$ cat src/rtl/srl_fifo_stream.sv
`default_nettype none
// ============================================================================
// Module   : srl_fifo_stream
// Purpose  : Valid/ready stream FIFO on an unreset shift array. The array
//            maps onto SRL primitives. Define SRL_FIFO_STREAM_OREG_EN to add
//            a registered output stage, which gives DEPTH+1 capacity.
// Revision : 1.0 - initial release
// ============================================================================
module srl_fifo_stream #(
    parameter int WIDTH      = 18,
    parameter int DEPTH_LOG2 = 4
) (
    input  logic                  clk,
    input  logic                  rst_n,
    input  logic                  clear,
    input  logic [WIDTH-1:0]      i_tdata,
    input  logic                  i_tvalid,
    output logic                  i_tready,
    output logic [WIDTH-1:0]      o_tdata,
    output logic                  o_tvalid,
    input  logic                  o_tready,
    output logic [DEPTH_LOG2:0]   occupied,
    output logic [DEPTH_LOG2:0]   space
);

    localparam int                    C_DEPTH     = 2**DEPTH_LOG2;
    localparam int                    C_CW        = DEPTH_LOG2 + 1;
    localparam logic [C_CW-1:0]       C_DEPTH_CNT = C_CW'(C_DEPTH);
    localparam logic [C_CW-1:0]       C_ONE       = C_CW'(1);
    localparam logic [DEPTH_LOG2-1:0] C_ADDR_ONE  = DEPTH_LOG2'(1);

    logic [WIDTH-1:0]      mem_q [C_DEPTH];
    logic [C_CW-1:0]       arr_cnt_q;
    logic [C_CW-1:0]       arr_cnt_d;
    logic [DEPTH_LOG2-1:0] w_rd_addr;
    logic [WIDTH-1:0]      w_arr_data;
    logic                  w_arr_full;
    logic                  w_arr_empty;
    logic                  w_push;
    logic                  w_arr_pop;
    logic                  w_shift;

    assign w_arr_full  = (arr_cnt_q == C_DEPTH_CNT);
    assign w_arr_empty = (arr_cnt_q == '0);
    assign w_push      = i_tvalid & i_tready;
    assign w_shift     = w_push & ~clear;

    // The oldest word sits at index cnt-1. An empty array wraps this to the
    // top entry, which is harmless because nobody reads it then.
    assign w_rd_addr  = arr_cnt_q[DEPTH_LOG2-1:0] - C_ADDR_ONE;
    assign w_arr_data = mem_q[w_rd_addr];

    // No reset on the array, so synthesis can map it onto SRL primitives.
    always_ff @(posedge clk) begin
        if (w_shift) begin
            mem_q[0] <= i_tdata;
            for (int k = 1; k < C_DEPTH; k++) begin
                mem_q[k] <= mem_q[k-1];
            end
        end
    end

    always_comb begin
        arr_cnt_d = arr_cnt_q;
        if (clear) begin
            arr_cnt_d = '0;
        end else begin
            case ({w_push, w_arr_pop})
                2'b10:   arr_cnt_d = arr_cnt_q + C_ONE;
                2'b01:   arr_cnt_d = arr_cnt_q - C_ONE;
                default: arr_cnt_d = arr_cnt_q;
            endcase
        end
    end

    always_ff @(posedge clk or negedge rst_n) begin
        if (!rst_n) begin
            arr_cnt_q <= '0;
        end else begin
            arr_cnt_q <= arr_cnt_d;
        end
    end

`ifdef SRL_FIFO_STREAM_OREG_EN
    logic [WIDTH-1:0] oreg_q;
    logic             oreg_vld_q;
    logic             w_load;

    // The stage refills whenever it is empty or being drained.
    assign w_load    = (~oreg_vld_q | o_tready) & ~w_arr_empty;
    assign w_arr_pop = w_load;

    always_ff @(posedge clk or negedge rst_n) begin
        if (!rst_n) begin
            oreg_q     <= '0;
            oreg_vld_q <= 1'b0;
        end else if (clear) begin
            oreg_vld_q <= 1'b0;
        end else if (w_load) begin
            oreg_q     <= w_arr_data;
            oreg_vld_q <= 1'b1;
        end else if (o_tready) begin
            oreg_vld_q <= 1'b0;
        end
    end

    // A full array behind an empty stage still accepts data, because the
    // load pops one entry in that same cycle.
    assign i_tready = ~(w_arr_full & oreg_vld_q);
    assign o_tvalid = oreg_vld_q;
    assign o_tdata  = oreg_q;
    assign occupied = arr_cnt_q + C_CW'(oreg_vld_q);
    assign space    = C_DEPTH_CNT + C_ONE - occupied;
`else
    assign w_arr_pop = o_tvalid & o_tready;
    assign i_tready  = ~w_arr_full;
    assign o_tvalid  = ~w_arr_empty;
    assign o_tdata   = w_arr_data;
    assign occupied  = arr_cnt_q;
    assign space     = C_DEPTH_CNT - arr_cnt_q;
`endif

endmodule
`default_nettype wire

$ cat config.mk
export PLATFORM = sky130hd
export DESIGN_NAME = srl_fifo_stream
export DESIGN_NICKNAME = d
export VERILOG_FILES = /design/src/rtl/srl_fifo_stream.sv
export SDC_FILE = /design/constraint.sdc
export NUM_CORES = 1
export LEC_CHECK = 0
export CORE_ASPECT_RATIO = 0.9
export CORE_UTILIZATION = 65
export DETAILED_ROUTE_END_ITERATION = 6
export PLACE_DENSITY = 0.92
export SLEW_MARGIN = 20
export SYNTH_ARGS = -nofsm -noshare
export SYNTH_HDL_FRONTEND = slang
export SYNTH_SLANG_ARGS = --single-unit
$ cat constraint.sdc
create_clock -name clk -period 38.2 [get_ports clk]
set_clock_uncertainty 0.15 [all_clocks]
set_input_delay 3.82 -clock clk [delete_from_list [all_inputs] [get_ports clk]]
set_output_delay 3.82 -clock clk [all_outputs]
set_load 0.01 [all_outputs]
==> impl_results.md, run 1 <==
* CP Launch Type: register
* Clk Latency, worst-skew pair at 530 ps
* Initial drt markers at 645
* Routed Antenna Nets at 0
* Post-layout util at 0.753
* Total CTS buffers at 29
* Layout area overhead at 13.6%
* Top Ports at 53
* GR met3 Demand/Resource at 0.0370
* Setup_tns at 0 ps
* Global-route usage over all layers at 0.240
* Final setup violation count at 0
* Antenna violations before repair at 0
* Routability cong. at 0.724
* M2 GR Usage at 0.382
* Post-synth cell types at 33
* First-pass GRT wire length at 32.4 mm
* VDD IR max at 0.0000573 V
* Most frequent cells in the layout: 288 x edfxtp_1, 52 x clkdlybuf4s50_1, 36 x mux4_1, 36 x mux4_2, 29 x clkbuf_16
* CTS resizes at 0
* Core ar. at 17600 um2
* Switching power at 376 uW
* Grt total ovfl at 0
* Number of H-tree levels at 1
* Synth warn at 0
* Global route hottest layer: met2
* Worst-margin pin slew at 843 ps
* CTS sink cnt at 293
* Fmax at 123 MHz
* Maximum clock path buffer count at 3
* Worst EP arrival at 4180 ps
* Clk pwr share at 0.243
* Largest net degree at the start of global routing at 249
* Synth Flop Type: edfxtp_1
* Crit. End Element: output port
* Internal power at 765 uW
* Fin crit share at 0.213
* Hold_buf cts at 0
* Switch share at 0.329
* Hold EP: mem_q[3][5]
* Final Critical Period at 8150 ps
* DR DRC count at 0
* Worst path required time at 34230 ps
* Crit path kind: reg -> out
* Logic pwr share at 0.402
* Hold Crit Class: reg -> reg
* Std-Cell Rows at 46
* Flops & latches, synth at 293
* Syn_area_per_cell at 22.9 um2
* Die area at 18500 um2
* DPL Wire Length at 11.1 mm
* Final Power at 1.14 mW
* Reg-to-Reg End: mem_q[1][12]
* Leakage power at 4.35 nW
* Power Dens Cells at 86.0 nW/um2
* Slew headroom at 0.438
* WHS at 284 ps
* DR vias at 5470
* Average via count per standard cell at 6.56
* Final slew viol count at 0
* Final Hold Violating Endpoints at 0
* Syn Std Cell Area at 11700 um2
* Wire per inst at 26.0 um
* Cells after Synth at 509
* Worst R2R Path Depth at 8
* Sequential power share at 0.354
* Most common cell after layout, fill and taps aside: edfxtp_1
* N_diodes at 0
* Layout net count at 600
* RSZ-0062 raised after global routing: false
* Critical path peak fanout at 54
* Starting density of the core at 0.663
* Min-Delay Startpoint: mem_q[2][5]
* Post-CTS Setup Repair Bufs at 0
* Max cap viols at 0
* Die Wd at 143 um
* Post-synth ARST share at 0.0171
* FF-to-FF setup slack at 34120 ps
* Synthesized Nets at 536
* Hold path depth at 0
* CTS tree: built
* Total Wirelength at 21.7 mm
* CTS root buf: clkbuf_16
* Sequential fraction of the synthesis area at 0.752
* Die Span Y at 129 um
* Share of cells above drive strength 1 at 0.148
* Vias in the first global route at 5356
* Worst-path clk slew at 70 ps
* R2R Path Start: occupied[0]
* Status: finished, final reports clean
* Port Buffers at 52
* Met1 Use GR at 0.357
* Post-synth EDFFs at 288
* First-pass DRT Iterations at 4
[how the worst max path moves through the flow]
stage | from | endpoint | slack (ps) | cells after the start
4_1_cts | occupied[0] | o_tdata[9] | 29990 | 8
5_1_grt | occupied[0] | o_tdata[9] | 29860 | 8
2_1_floorplan | clear | mem_q[0][0] | 21140 | 2
3_5_place_dp | occupied[0] | o_tdata[8] | 30590 | 8
6_report | occupied[0] | o_tdata[1] | 30050 | 8
3_3_place_gp | occupied[0] | o_tdata[15] | 30800 | 8
[logic make-up (layout without fill, tap and decap cells)]
kind of cell | count (synthesis) | after routing | share of synthesized area
flops | 293 | 293 | 0.752
mux | 94 | 94 | 0.170
compound gates | 42 | 42 | 0.0225
simple gates | 38 | 38 | 0.0197
buf+inv | 33 | 118 | 0.0263
xor+xnor | 5 | 5 | 0.00600
fa+ha+maj | 4 | 4 | 0.00429
[state kept, by name, summed over array words and instances, names as in the netlist]
signal	flops
occupied	5
mem_q	288
[power by group through the flow]
stage                     clock (mW)  combinational, mW  sequential [mW]
after detailed placement           0              0.435            0.410
after global routing           0.293              0.483            0.408
after global placement             0              0.417            0.407
final                          0.278              0.459            0.404
after CTS                      0.280              0.448            0.405
after floorplan                    0              0.309            0.405
[layer usage]
metal | vias to the layer above | share of wire
met2 | 296 | 0.50
met3 | 34 | 0.074
met5 | - | 0
met4 | 0 | 0.017
li1 | 2306 | -
met1 | 2834 | 0.41
[Yosys cell counts, types with 4 or more instances]
master | n | share of area
dfrtp_1 | 5 | 0.011
ha_1 | 4 | 0.0043
inv_1 | 6 | 0.0019
and2_0 | 6 | 0.0032
buf_2 | 6 | 0.0026
a211oi_1 | 18 | 0.012
buf_6 | 6 | 0.0058
and2_1 | 12 | 0.0064
mux4_2 | 36 | 0.069
buf_12 | 5 | 0.0086
nor2_1 | 8 | 0.0026
buf_4 | 4 | 0.0026
mux4_1 | 36 | 0.081
edfxtp_1 | 288 | 0.74
a21oi_1 | 21 | 0.0090
mux2i_1 | 19 | 0.016
[area by class of cell]
type                            instances  area [um2]
Multi-Input combinational cell        183        2620
Tap cell                              240         300
Clock buffer                           35         748
Fill cell                             925        4350
Clock inverter                         17         155
Timing Repair Buffer                   59         638
Sequential cell                       293        8780
Inverter                                7        26.3
[per-stage QoR]
step / instance area [um2] / std cells / setup WS [ps]
global placement: 12300 / 779 / 30800
global route: 13300 / 834 / 29860
detailed placement: 12300 / 779 / 30590
floorplan: 11700 / 509 / 21140
CTS: 13200 / 831 / 29990
finish: 13300 / 834 / 30050
[critical path: stages (launching register included)]
cell	delay, ps
dfrtp_4	840
inv_1	170
ha_2	370
buf_4	640
mux4_2	430
and2_0	210
a211oi_1	320
a21oi_1	110
clkdlybuf4s50_1	540
(Power assumes the default switching activity.)
==> run 2, diff against run 1 <==
Settings changed: CORE_UTILIZATION 65 to 54, PLACE_DENSITY 0.92 to 0.82.
Clock period 38.2 ns to 6.6 ns, I/O delays scaled along.
==> run 2 against run 1 <==
Net effect: core utilization decreased by 12 points; via count decreased by 3.3%; critical path depth unchanged; hold slack got worse by 64 ps; global-route usage decreased by 5.5 points; clock power increased to 5.5 times the previous value; cell count increased by 5.5%; largest power group unchanged; sequential cell count unchanged; power increased to 5.6 times the previous value; sequential share of layout area increased by 0.10 points; largest cell class unchanged; combinational power increased to 5.5 times the previous value; die area increased by 20%.
==> impl_results.md, run 2 (synthesized netlist as in run 1, its figures left out) <==
* Std-Cell Rows at 50 (+8.7%)
* CTS resizes at 0 (unchanged)
* CTS tree: built
* Maximum clock path buffer count at 3 (unchanged)
* Worst-path cell chain: inv_1, ha_2, buf_4, mux4_2, and2_1, a211oi_1, a21oi_1, clkdlybuf4s50_1
* Largest reg by FF count: mem_q
* Worst path required time at 5790 ps (-28440 ps)
* Share of cells above drive strength 1 at 0.152 (+0.00337)
* Port Buffers at 52 (unchanged)
* Total CTS buffers at 28 (-3.4%)
* CP peak stage delay at 950 ps (+110 ps)
* Critical path peak fanout at 32 (-41%)
* Setup_tns at 0 ps (unchanged)
* Core ar. at 21000 um2 (+19%)
* Grt total ovfl at 0 (unchanged)
* Final Hold Violating Endpoints at 0 (unchanged)
* VDD IR max at 0.000231 V (+300%)
* Worst-margin pin slew at 1200 ps (+360 ps)
* Die area at 22200 um2 (+20%)
* Final setup violation count at 0 (unchanged)
* Routed Antenna Nets at 0 (unchanged)
* Met1 Use GR at 0.272 (-0.0851)
* Status: finished, final reports clean
* First-pass DRT Iterations at 5 (+1)
* Fmax at 195 MHz
* Post-CTS Setup Repair Bufs at 0 (unchanged)
* Area post-placement at 12400 um2 (+0.65%)
* Starting density of the core at 0.555 (-0.107)
* DPL Wire Length at 10.8 mm (-3.0%)
* Final slew viol count at 0 (unchanged)
* Layout net count at 599 (-0.17%)
* Top Ports at 53 (unchanged)
* Largest register FFs at 288 (unchanged)
* Hold_buf cts at 0 (unchanged)
* Final Power at 6.40 mW (+460%)
* Slew headroom at 0.197 (-0.240)
* Number of H-tree levels at 1 (unchanged)
* Leakage power at 4.33 nW (-0.45%)
* DR vias at 5292 (-3.3%)
* Layout area overhead at 13.4%
* First-pass GRT wire length at 31.1 mm (-4.0%)
* Final Critical Period at 5130 ps
* Fin crit share at 0.777
* Die Span Y at 141 um (+9.6%)
* Largest net degree at the start of global routing at 210 (-16%)
* Antenna violations before repair at 0 (unchanged)
* Hold Crit Class: in -> async
* Crit. End Element: output port
* GR met3 Demand/Resource at 0.0299 (-0.00702)
* DR DRC count at 0 (unchanged)
* Crit path kind: reg -> out
* CTS sink cnt at 293 (unchanged)
* Power Dens Cells at 483 nW/um2 (+460%)
* Max cap viols at 0 (unchanged)
* Routability cong. at 0.792 (+9.3%)
* Final instance area at 13200 um2 (-0.15%)
* Slowest CP cell: ha_2
* CP Launch Type: register
* Worst-path clk slew at 60 ps (about the same)
* N_diodes at 0 (unchanged)
* Most common cell after layout, fill and taps aside: edfxtp_1
* Clk Latency, worst-skew pair at 530 ps (about the same)
* Die Wd at 157 um (+9.6%)
* Global-route usage over all layers at 0.185 (-0.0551)
* Wire per inst at 22.3 um (-14%)
* Filler cells at 1403 (+52%)
* Total Wirelength at 19.6 mm (-9.7%)
* M2 GR Usage at 0.295 (-0.0872)
* Vias in the first global route at 5366 (+0.19%)
* CTS root buf: clkbuf_16
* Average via count per standard cell at 6.01 (-8.3%)
* Initial drt markers at 484 (-25%)
* RSZ-0062 raised after global routing: false
* Worst EP arrival at 4320 ps (+140 ps)
* Most frequent cells in the layout: 288 x edfxtp_1, 52 x clkdlybuf4s50_1, 36 x mux4_1, 36 x mux4_2, 29 x clkbuf_16
* Global route hottest layer: met2
-- run 2: changes by cell type in the layout (fill, tap and decap cells not counted) --
cell        before  now
buf_16           2    0
clkinv_4         0    1
inv_6            1    0
buf_12           2    1
clkbuf_1         6    4
buf_4            3    6
clkinvlp_4       1    0
bufinv_16        3    2
clkinv_2         3    7
-- run 2: worst paths after layout --
kind	cells after the start	end	slack (ps)	start
max	8	o_tdata[14]	1470	occupied[0]
min	1	occupied[0]	220	rst_n
max reg2reg	11	occupied[2]	2780	occupied[0]
min reg2reg	0	mem_q[2][3]	290	mem_q[1][3]
max in group asynchronous	1	occupied[0]	5840	rst_n
min in group clk	0	mem_q[2][3]	290	mem_q[1][3]
-- run 2: critical path: cells and delay by family (launching register included) --
family | cells | cell delay (ps)
buffers and inverters | 3 | 1070
AO/OA/AOI/OAI | 2 | 440
AND/OR/NAND/NOR | 1 | 170
multiplexers | 1 | 320
adder cells (fa/ha/maj) | 1 | 950
flip-flops | 1 | 790
-- run 2: area by class of cell --
type | count | area, um2 | area share
Sequential cell | 293 | 8780 | 0.663
Timing Repair Buffer | 59 | 586 | 0.0442
Multi-Input combinational cell | 183 | 2620 | 0.198
Tap cell | 286 | 358 | 0.0270
Inverter | 7 | 26.3 | 0.00198
Clock inverter | 19 | 138 | 0.0104
Clock buffer | 33 | 741 | 0.0559
-- run 2: metal layers --
layer	share of wire	routed length (um)
met2	0.49	9610
met1	0.43	8450
met4	0.015	299
met3	0.063	1230
met5	0	0
-- run 2: where the power goes --
group | switching, mW | total, mW | leakage, nW | internal, mW
Sequential | 0.128 | 2.33 | 2.77 | 2.21
Combinational | 1.26 | 2.54 | 1.13 | 1.28
Clock | 0.648 | 1.52 | 0.436 | 0.876
-- run 2: stage by stage --
stage / util / cells / setup slack [ps] / hold WS, ps
6_report: 0.630 / 880 / 1470 / 220
5_1_grt: 0.630 / 880 / 1260 / 235
4_1_cts: 0.630 / 880 / 1390 / 205
3_5_place_dp: 0.588 / 828 / 2070 / 275
3_3_place_gp: 0.588 / 828 / 2190 / 270
2_1_floorplan: - / 509 / 15.2 / 214
==> run 3, diff against run 2 <==
Settings changed: CORE_UTILIZATION 54 to 60, PLACE_DENSITY 0.82 to 0.86.
Clock period 6.6 ns to 5.1 ns, I/O delays scaled along.
==> run 3 against run 2 <==
Net effect: setup slack got worse by 620 ps; clock power up 28%; sequential share of layout area up 0.12 points; register-to-register slack lost 860 ps; hold slack got worse by 150 ps; critical path type unchanged; largest cell class unchanged.
==> impl_results.md, run 3 (synthesized netlist as in run 1, its figures left out) <==
* Status: finished, final reports clean
* Die area at 20000 um2 (-9.9%)
* Worst-margin pin slew at 1070 ps (-137 ps)
* Crit. End Element: output port
* Average via count per standard cell at 6.27 (+4.2%)
* DR vias at 5308 (+0.30%)
* Total Wirelength at 20.3 mm (+3.5%)
* Sequential power share at 0.356 (-0.009)
* Final Hold Violating Endpoints at 0 (unchanged)
* Core ar. at 19100 um2 (-9.1%)
* Wire per inst at 23.9 um (+7.5%)
* Worst path required time at 4440 ps (-1350 ps)
* Largest register FFs at 288 (unchanged)
* Layout area overhead at 13.2%
* Routability cong. at 0.804 (+1.5%)
* Die Span Y at 134 um (-5.1%)
* Total CTS buffers at 28 (unchanged)
* Clk pwr share at 0.233 (-0.005)
* Hold_buf cts at 0 (unchanged)
* RSZ-0062 raised after global routing: false
* DP Worst Slack at 1440 ps (-634 ps)
* Global-route usage over all layers at 0.212 (+0.0267)
* Fmax at 235 MHz
* CP Launch Type: register
* Crit path kind: reg -> out
* Routed Antenna Nets at 0 (unchanged)
* Clk Latency, worst-skew pair at 530 ps (about the same)
* Area of the multi-input gates at 2650 um2 (+1.2%)
* Logic pwr share at 0.411 (+0.014)
* Final slew viol count at 0 (unchanged)
* Layout net count at 602 (+0.50%)
* Filler cells at 1093 (-22%)
* Most frequent cells in the layout: 288 x edfxtp_1, 52 x clkdlybuf4s50_1, 36 x mux4_1, 36 x mux4_2, 29 x clkbuf_16
* First-pass GRT wire length at 32.0 mm (+2.6%)
* Worst-path cell chain: inv_1, ha_4, mux4_2, and2_1, a211oi_1, a21oi_1, clkdlybuf4s50_1
* Worst setup slack after layout at 850 ps (-623 ps)
* Setup_tns at 0 ps (unchanged)
* DR DRC count at 0 (unchanged)
* Initial drt markers at 523 (+8.1%)
* Power Dens Cells at 631 nW/um2 (+31%)
* Hold Crit Class: in -> async
* Port Buffers at 52 (unchanged)
* R2R Path Start: occupied[1]
* First-pass DRT Iterations at 4 (-1)
* Antenna violations before repair at 0 (unchanged)
* DPL Wire Length at 11.1 mm (+2.3%)
* N_diodes at 0 (unchanged)
* Share of cells above drive strength 1 at 0.164 (+0.0126)
* Fin crit share at 0.833
* Worst R2R Path Depth at 11 (unchanged)
* Worst-path clk slew at 70 ps (about the same)
* Leakage power at 4.34 nW (about the same)
* FF-to-FF setup slack at 1920 ps (-860 ps)
* Max cap viols at 0 (unchanged)
* Final Critical Period at 4250 ps
* Std-Cell Rows at 48 (-4.0%)
* FF+latch area at 8780 um2 (unchanged)
* Grt total ovfl at 0 (unchanged)
* Switch share at 0.324 (+0.00538)
* Switching power at 2.70 mW (+32%)
* Number of H-tree levels at 1 (unchanged)
* Largest net degree at the start of global routing at 88 (-58%)
* CTS root buf: clkbuf_16
* Final setup violation count at 0 (unchanged)
* CP peak stage delay at 850 ps (-100 ps)
* Reg-to-Reg End: occupied[2]
* Post-layout util at 0.692 (+0.0621)
* Vias in the first global route at 5431 (+1.2%)
* VDD IR max at 0.000400 V (+73%)
* Maximum clock path buffer count at 3 (unchanged)
* CTS sink cnt at 293 (unchanged)
* CTS tree: built
* Slowest CP cell: ha_4
* Top Ports at 53 (unchanged)
* Post-CTS Setup Repair Bufs at 0 (unchanged)
* Largest reg by FF count: mem_q
* Critical path peak fanout at 55 (+72%)
* Starting density of the core at 0.611 (+0.0559)
* Most common cell after layout, fill and taps aside: edfxtp_1
* Slew headroom at 0.288 (+0.0910)
* Internal power at 5.64 mW (+29%)
* Worst EP arrival at 3590 ps (-730 ps)
* CTS resizes at 0 (unchanged)
* Die Wd at 149 um (-5.1%)
-- run 3: changes by cell type in the layout (fill, tap and decap cells not counted), moves of 2 or more --
cell / change
buf_4: +4
clkbuf_1: +2
clkinv_1: -3
clkinvlp_4: +2
-- run 3: area by class of cell --
cell class	count	share of cell area
flip-flops and latches	293	0.664
multi-input cells	183	0.200
clock buffers	35	0.0566
repair buffers	62	0.0451
well taps	250	0.0237
clock inverters	17	0.00814
inverters	7	0.00218
-- run 3: how the worst max path moves through the flow --
| stage | from | to | slack, ps | cells past startpoint |
|---|---|---|---|---|
| after floorplan | occupied[0] | mem_q[0][0] | -1210 | 8 |
| after global placement | occupied[1] | o_tdata[2] | 1550 | 9 |
| after detailed placement | occupied[1] | o_tdata[10] | 1440 | 7 |
| after CTS | occupied[1] | o_tdata[0] | 850 | 7 |
| after global routing | occupied[1] | o_tdata[17] | 690 | 7 |
| final | occupied[1] | o_tdata[10] | 850 | 7 |
-- run 3: worst max-delay path: cells and delay by family (launching register included) --
kind | cells | cell delay (ps)
adders and majority gates | 1 | 850
buffers and inverters | 2 | 670
DFF | 1 | 480
muxes | 1 | 430
AOI/OAI and AO/OA | 2 | 400
and+or+nand+nor | 1 | 170
-- run 3: power groups by stage --
stage / Clock (mW) / Sequential, mW / Combinational [mW]
floorplan: 0 / 2.98 / 2.35
global placement: 0 / 2.99 / 3.27
detailed placement: 0 / 3.01 / 3.36
CTS: 1.98 / 2.97 / 3.45
global route: 2.07 / 2.99 / 3.63
finish: 1.94 / 2.97 / 3.42
-- run 3: layer usage --
layer,track usage,vias up,part of all wire
met5,0,-,0
met4,0.0646,0,0.025
met3,0.0333,43,0.056
met2,0.338,214,0.50
met1,0.308,2757,0.42
li1,-,2294,-
-- run 3: through the flow --
step | power [mW] | cell area [um2] | hold WS (ps) | std cells
2_1_floorplan | 5.34 | 11700 | 64.4 | 509
3_3_place_gp | 6.26 | 12400 | 271 | 795
3_5_place_dp | 6.37 | 12400 | 273 | 795
4_1_cts | 8.40 | 13200 | 59.0 | 847
5_1_grt | 8.68 | 13200 | 79.5 | 847
6_report | 8.33 | 13200 | 73.3 | 847
==> RTL edit: new RTL, flow settings as in run 1 <==
Set the parameter `WIDTH` to 36 (it was 18).
--- a/src/rtl/srl_fifo_stream.sv
+++ b/src/rtl/srl_fifo_stream.sv
@@ -8,5 +8,5 @@
 // ============================================================================
 module srl_fifo_stream #(
-    parameter int WIDTH      = 18,
+    parameter int WIDTH      = 36,
     parameter int DEPTH_LOG2 = 4
 ) (
Interface: changed (resized i_tdata and o_tdata); port bits go from 53 to 89. The function was not compared with the original's and may differ.
==> RTL edit against run 1 <==
Sequential share of layout area rose by 2.7 points; sequential cell count rose by 288; sequential power increased by 95%; wire length grew 88%; die area increased by 91%; final area is 91% higher; clock power is 76% higher; setup slack lost 0.67 ns; area after synthesis increased by 92%; critical path depth is the same; hold slack better by 0.0064 ns; power up 90%.
==> RTL edit: results (changes against run 1) <==
* Length of routed met2 wiring: 20.68 mm (+91%)
- Proportion of cell area spent on the clock network: 0.06199 (-0.006139)
- The endpoint identified for the worst register-to-register timing path is mem_q[15][15]$_DFFE_PP_.
- Net count reported at finish: 1151 (+92%)
- Worst hold start: mem_q[6][0]$_DFFE_PP_
* DRT Wirelength: 40.88 mm (+88%)
- Adder-cell area share of the yosys netlist: 0.002231 (-0.002057)
* Multi-input logic cell count: 363 (+98%)
- Synth top area cells: sky130_fd_sc_hd__edfxtp_1, sky130_fd_sc_hd__mux4_2, sky130_fd_sc_hd__a211oi_2
- The flow ran to the end, and the final reports show no timing, DRC or antenna violations.
- The global-route met3 utilization came to 0.04557 (+0.008611).
- Leakage power: 7.994 nW (+84%)
- Met1 Usage GRT: 0.3375 (-0.01980)
* Count of flip-flops with a built-in enable after synthesis: 576 (+100%)
- The count of non-filler cells in the finished layout was 1608 (+93%).
- The longest individual stage delay on the worst path was 0.88 ns (+0.04 ns).
- The iteration-0 DRC count of the detailed router came to 1038 (+61%).
- The top achievable clock speed came to 0.1133 GHz (-7.6%).
- Routed signal wires occupy layers up through met5.
- Number of flip-flops in the largest register: 576 (+100%)
- The maximum number of pins on one net before global-route repair is 201 (-19%).
* Vias in the first global route: 10672 (+99%)
* Non-CTS buffers: 100 (+69%)
* Syn nets: 1052 (+96%)
- The worst slack at placement came to 30.02 ns (-0.5775 ns).
- The total routing usage reported by global routing came to 0.2409 (+0.0005184).
- Unique masters post-synth: 31 (-6.1%)
* Complex-gate fraction of the synthesized area: 0.02889 (+0.006379)
- Number of buffers added by the clock tree synthesis step: 53 (+83%)
- By count the netlist is led by sky130_fd_sc_hd__edfxtp_1, sky130_fd_sc_hd__mux4_2, sky130_fd_sc_hd__nand2_1.
- The maximum vdd ir drop was 90.89 uV (+59%).
==> RTL edit: changes by cell type in the layout (fill, tap and decap cells not counted), sizes merged, moves of 29 or more <==
cell,change
clkdlybuf4s50,+36
nand2,+72
mux4,+72
a31oi,+36
clkbuf,+29
edfxtp,+288
==> RTL edit: cells by family after synthesis <==
| family | after synthesis |
|---|---|
| DFF | 581 |
| muxes | 148 |
| and+or+nand+nor | 128 |
| AOI/OAI and AO/OA | 78 |
| buffers and inverters | 63 |
| xor gates and xnor gates | 5 |
| adders and majority gates | 4 |
==> RTL edit: metrics by stage <==
stage	util	hold slack (ns)	instance area (um^2)
detailed placement	0.6987	0.2796	23720
CTS	0.7449	0.2910	25290
finish	0.7455	0.2905	25310
global placement	0.6987	0.2743	23720
global route	0.7455	0.2974	25310
floorplan	-	0.2707	22440
==> RTL edit: power by group <==
part           internal, mW  switching [mW]  leakage [nW]
combinational         0.424           0.472          1.75
sequential            0.755          0.0334          5.47
clock                 0.268           0.220         0.781
